`src/rtl/mealy_pkg.sv`:
```
// Shared types and defaults for the mealy serial feeder.
// Holds the feeder FSM state type and the default frame header pattern.
// No logic lives here.
package mealy_pkg;

  typedef enum logic [1:0] {
    IDLE = 2'd0,
    HEAD = 2'd1,
    DATA = 2'd2,
    PAR  = 2'd3
  } feeder_state_t;

  // Default two-bit frame header, sent MSB first.
  localparam logic [1:0] CODE_DEF = 2'b10;

endpackage : mealy_pkg

```
`src/rtl/mealy_bit_counter.sv`:
```
// Loadable down-counter with a zero flag, used to pace header and data bits.
// Latency: load/decrement take effect on the next clk edge; zero is combinational from the count.
// Backpressure: none; it holds at zero and only leaves zero through a reload.
module mealy_bit_counter #(
  parameter int W = 6
) (
  input  logic         clk,
  input  logic         rst,
  input  logic         load,
  input  logic [W-1:0] load_val,
  input  logic         dec,
  output logic [W-1:0] count,
  output logic         zero
);

  logic [W-1:0] count_q;
  logic [W-1:0] count_d;

  // Next count: reload wins, otherwise step down and park at zero.
  always_comb begin
    count_d = count_q;
    if (load) begin
      count_d = load_val;
    end else if (dec && (count_q != '0)) begin
      count_d = count_q - W'(1);
    end
  end

  // Count register.
  always_ff @(posedge clk or posedge rst) begin
    if (rst) begin
      count_q <= '0;
    end else begin
      count_q <= count_d;
    end
  end

  assign count = count_q;
  assign zero  = (count_q == '0);

endmodule : mealy_bit_counter

```
`src/rtl/mealy_serial_feeder.sv`:
```
// Serialises valid/ready words onto x as header + MSB-first data frames (optional parity: MEALY_FEEDER_PARITY_EN).
// Latency: word accepted at edge N puts the first header bit on x in cycle N+1; done follows the last bit.
// Backpressure: in_ready is high only in IDLE; in_valid while a frame is in flight is ignored.
module mealy_serial_feeder
  import mealy_pkg::*;
#(
  parameter int                DATA_W = 32,
  parameter int                CODE_W = 2,
  parameter logic [CODE_W-1:0] CODE   = CODE_DEF
) (
  input  logic              clk,
  input  logic              rst,
  input  logic [DATA_W-1:0] in_data,
  input  logic              in_valid,
  output logic              in_ready,
  output logic              x,
  output logic              x_valid,
  output logic              dcontrol,
  output logic [DATA_W-1:0] data_out,
  output logic              done
);

  // Wide enough to hold DATA_W-1 and CODE_W-1 as "bits remaining after this one".
  localparam int CW = $clog2(DATA_W + 1);

  feeder_state_t     state_q, state_d;
  logic [DATA_W-1:0] data_q, data_d;
  logic              x_q, x_d;
  logic              x_valid_q, x_valid_d;
  logic              dcontrol_q, dcontrol_d;
  logic              done_q, done_d;

  logic              cnt_load;
  logic [CW-1:0]     cnt_load_val;
  logic              cnt_dec;
  logic [CW-1:0]     cnt;
  logic              cnt_zero;
  logic [CW-1:0]     cnt_nxt;
  logic [CODE_W-1:0] code_sh;
  logic [DATA_W-1:0] data_sh;

  // The counter holds the index of the bit currently on x; the next bit
  // to drive is one position lower.
  mealy_bit_counter #(
    .W (CW)
  ) u_bit_counter (
    .clk      (clk),
    .rst      (rst),
    .load     (cnt_load),
    .load_val (cnt_load_val),
    .dec      (cnt_dec),
    .count    (cnt),
    .zero     (cnt_zero)
  );

  assign cnt_nxt = cnt - CW'(1);
  assign code_sh = CODE >> cnt_nxt;
  assign data_sh = data_q >> cnt_nxt;

  // Frame sequencing: each branch computes what the outputs show next cycle.
  always_comb begin
    state_d      = state_q;
    data_d       = data_q;
    x_d          = 1'b0;
    x_valid_d    = 1'b0;
    dcontrol_d   = 1'b0;
    done_d       = 1'b0;
    cnt_load     = 1'b0;
    cnt_load_val = '0;
    cnt_dec      = 1'b0;
    case (state_q)
      IDLE: begin
        if (in_valid) begin
          state_d      = HEAD;
          data_d       = in_data;
          cnt_load     = 1'b1;
          cnt_load_val = CW'(CODE_W - 1);
          x_d          = CODE[CODE_W-1];
          x_valid_d    = 1'b1;
          dcontrol_d   = 1'b1;
        end
      end
      HEAD: begin
        x_valid_d  = 1'b1;
        dcontrol_d = 1'b1;
        if (cnt_zero) begin
          state_d      = DATA;
          cnt_load     = 1'b1;
          cnt_load_val = CW'(DATA_W - 1);
          x_d          = data_q[DATA_W-1];
        end else begin
          cnt_dec = 1'b1;
          x_d     = code_sh[0];
        end
      end
      DATA: begin
        if (cnt_zero) begin
`ifdef MEALY_FEEDER_PARITY_EN
          state_d    = PAR;
          x_d        = ^data_q;
          x_valid_d  = 1'b1;
          dcontrol_d = 1'b1;
`else
          state_d = IDLE;
          done_d  = 1'b1;
`endif
        end else begin
          cnt_dec    = 1'b1;
          x_d        = data_sh[0];
          x_valid_d  = 1'b1;
          dcontrol_d = 1'b1;
        end
      end
      PAR: begin
        state_d = IDLE;
        done_d  = 1'b1;
      end
      default: begin
        state_d = IDLE;
      end
    endcase
  end

  // State, word and output registers; reset aborts any frame in flight.
  always_ff @(posedge clk or posedge rst) begin
    if (rst) begin
      state_q    <= IDLE;
      data_q     <= '0;
      x_q        <= 1'b0;
      x_valid_q  <= 1'b0;
      dcontrol_q <= 1'b0;
      done_q     <= 1'b0;
    end else begin
      state_q    <= state_d;
      data_q     <= data_d;
      x_q        <= x_d;
      x_valid_q  <= x_valid_d;
      dcontrol_q <= dcontrol_d;
      done_q     <= done_d;
    end
  end

  assign in_ready = (state_q == IDLE);
  assign x        = x_q;
  assign x_valid  = x_valid_q;
  assign dcontrol = dcontrol_q;
  assign data_out = data_q;
  assign done     = done_q;

endmodule : mealy_serial_feeder

```
`config.mk`:
```
export PLATFORM = sky130hd
export DESIGN_NAME = mealy_serial_feeder
export DESIGN_NICKNAME = d
export VERILOG_FILES = /design/src/rtl/mealy_pkg.sv /design/src/rtl/mealy_bit_counter.sv /design/src/rtl/mealy_serial_feeder.sv
export SDC_FILE = /design/constraint.sdc
export NUM_CORES = 1
export LEC_CHECK = 0
export CAP_MARGIN = 20
export CORE_MARGIN = 1
export CORE_UTILIZATION = 30
export DETAILED_ROUTE_END_ITERATION = 16
export PLACE_DENSITY_LB_ADDON = 0.05
export SYNTH_ARGS = -nofsm -noshare
export SYNTH_HDL_FRONTEND = slang
export SYNTH_HIERARCHICAL = 1
export SYNTH_SLANG_ARGS = --single-unit
export TNS_END_PERCENT = 5
```
`constraint.sdc`:
```
create_clock -name clk -period 2.55 [get_ports clk]
set_input_delay 0.51 -clock clk [delete_from_list [all_inputs] [get_ports clk]]
set_output_delay 0.51 -clock clk [all_outputs]
set_load 0.05 [all_outputs]
```
==> impl_metrics.toml <==
[cells_and_area]
final_layout_size_suffix_gt1_share_pct = 24.7
areaGrowthSynthToFinish_pct = 36.6
antenna_cells = 0
finalInstanceArea_um2 = 3350
layout_commonest_cell = "clkdlybuf4s50_1"
regArea_um2 = 1080
final_nets = 316
fillers = 740
multi_input_area_um2 = 1220
mostFrequentLayoutCells = "clkdlybuf4s50_1 (71), dfrtp_1 (43), mux2_2 (36), inv_1 (14), a21oi_1 (11)"
fin_cells = 377

[yosys]
yosys_warnings = 6
ys_async_sr_fraction_pct = 100
synthFlopType = "dfrtp_1"
ys_types = 48
synth_edf_count = 0
synth.net_count = 239
ys_seq_area_share_pct = 43.9
netlist_area_um2 = 2450
synth.avg_cell_area_um2 = 12.4
syn_inst = 197
ys_ff_latch = 43

[setup_path]
worstPathMaxFanout = 4
cp-end-kind = "output port"
crit_type = "reg -> out"
cp.arrival_ns = 1.89
crit_path_start_kind = "register"
cp_data_required_time_ns = 2.04

[grt]
grt_usage_pct = 14.6
first_global_vias = 1932
grt_pass1_wl_um = 9640
grt_max_degree = 35
gr-total-overflow = 0
antenna_found_initial = 0

[detailed_routing]
drc = 0
routed_wl_um = 5850
wl_per_cell_um = 15.5
viasPerCell = 4.87
antenna_left = 0
drt_first_pass_iters = 4
first_iter_violations = 36
dr_total_vias = 1836

[clock_tree]
cts_setup_buffers = 0
clkTransAtPathRegs_ns = 0.09
ctsHoldBuffers = 0
cts_resized = 0
clock_path_buffers = 2
cts_tree = "yes"
cts_root_buffer = "clkbuf_8"
cts_htree_levels = 2
numCtsBuffers = 5
clock_latency_ns = 0.31
clkSinkCount = 43

[timing]
min_period_ns = 2.40
final.setup.tns_ns = 0
fin_worst_skew_ns = 0.0106
hold_viol_final = 0
finalSetupViolCount = 0
fmax_mhz = 416
slew_violations = 0
fin_crit_sh_pct = 94.2
grt_setup_unrepaired = "no"
hold_ws_ns = 0.445
relSlewSlack_pct = 63.8
worst_slew_pin_slew_ns = 0.541

[floorplan]
rows = 32
dieArea_um2 = 8540
die_x_um = 92.4
ios = 72
design.core.area_um2 = 7810
die_y_um = 92.4
start_util_pct = 31.4

[placement]
port-buffer-count = 71
placed_cell_area_um2 = 3250
placed_cells = 369
gp_congestion = 0.792
place_hpwl_um = 4150

[flow_run]
cap_violations = 0

[worst_hold_path]
min-delay-path-class = "in -> async"

[run_status]
status = "completed"
logic make-up after synthesis:
kind of cell | Yosys count | synth area share [%]
compound gates | 31 | 10.0
xor+xnor | 3 | 1.07
fa+ha+maj | 7 | 3.57
buf+inv | 24 | 6.48
flops | 43 | 43.9
mux | 45 | 24.6
other cells | 1 | 0.153
simple gates | 43 | 10.3
cells in the mapped netlist (2+ instances only):
library cell / instances / share of area (%)
dfrtp_1: 43 / 44
mux2_2: 36 / 17
inv_1: 14 / 2.1
a21oi_1: 11 / 2.2
nand2_1: 9 / 1.4
ha_1: 7 / 3.6
mux4_2: 6 / 5.5
nor2_1: 6 / 0.92
nor3_1: 5 / 1.0
clkbuf_1: 3 / 0.46
nand2b_1: 3 / 0.77
nand3_1: 3 / 0.61
nand4_1: 3 / 0.77
a211o_1: 2 / 0.71
a31oi_1: 2 / 0.51
and2b_1: 2 / 0.61
buf_4: 2 / 0.61
buf_6: 2 / 0.92
mux4_1: 2 / 2.1
nor3_2: 2 / 0.82
nor3b_1: 2 / 0.61
o21ai_0: 2 / 0.41
o22ai_1: 2 / 0.51
o31ai_1: 2 / 0.61
or3_1: 2 / 0.51
xor2_1: 2 / 0.71
registers in the layout, indices dropped and copies added, names as in the netlist:
| signal | flops |
|---|---|
| dcontrol | 1 |
| x | 1 |
| done | 1 |
| u_bit_counter/count | 6 |
| data_out | 32 |
| state_q | 2 |
cell type report:
class | count | share of cell area, %
Tap cell | 102 | 3.81
Clock inverter | 2 | 0.485
Timing Repair Buffer | 80 | 23.2
Inverter | 14 | 1.57
Sequential cell | 43 | 32.1
Clock buffer | 6 | 2.46
Multi-Input combinational cell | 130 | 36.3
final timing paths:
check                      cells after the start  slack (ns)      endpoint                    from
min in group clk                               1        0.53  data_out[21]            data_out[21]
max in group asynchronous                      3        1.41  data_out[17]                     rst
setup reg to reg                               6        0.35             x  u_bit_counter/count[0]
hold reg to reg                                1        0.53  data_out[21]            data_out[21]
setup / recovery                               3        0.15      in_ready              state_q[0]
hold / removal                                 2        0.45  data_out[20]                     rst
critical path, stage by stage (launching register included):
cell and delay (ns):
dfrtp_1 0.42, inv_1 0.10, ha_1 0.23, clkdlybuf4s50_1 0.83
stage by stage:
stage | setup WS [ns] | utilization (%)
after floorplan | 0.254 | -
after global placement | 0.359 | 41.7
after detailed placement | 0.328 | 41.7
after CTS | 0.147 | 42.9
after global routing | 0.0441 | 42.9
final | 0.149 | 42.9
routing by layer:
layer,GRT usage (%),share of wire [%],vias to the layer above
met3,3.69,5.1,7
li1,-,-,872
met1,19.0,46,900
met2,23.4,48,57
met4,5.60,1.4,0
met5,0,0,-
Power is not shown: default switching activity piles up to over one toggle a cycle in this logic, so the estimate is an artifact.
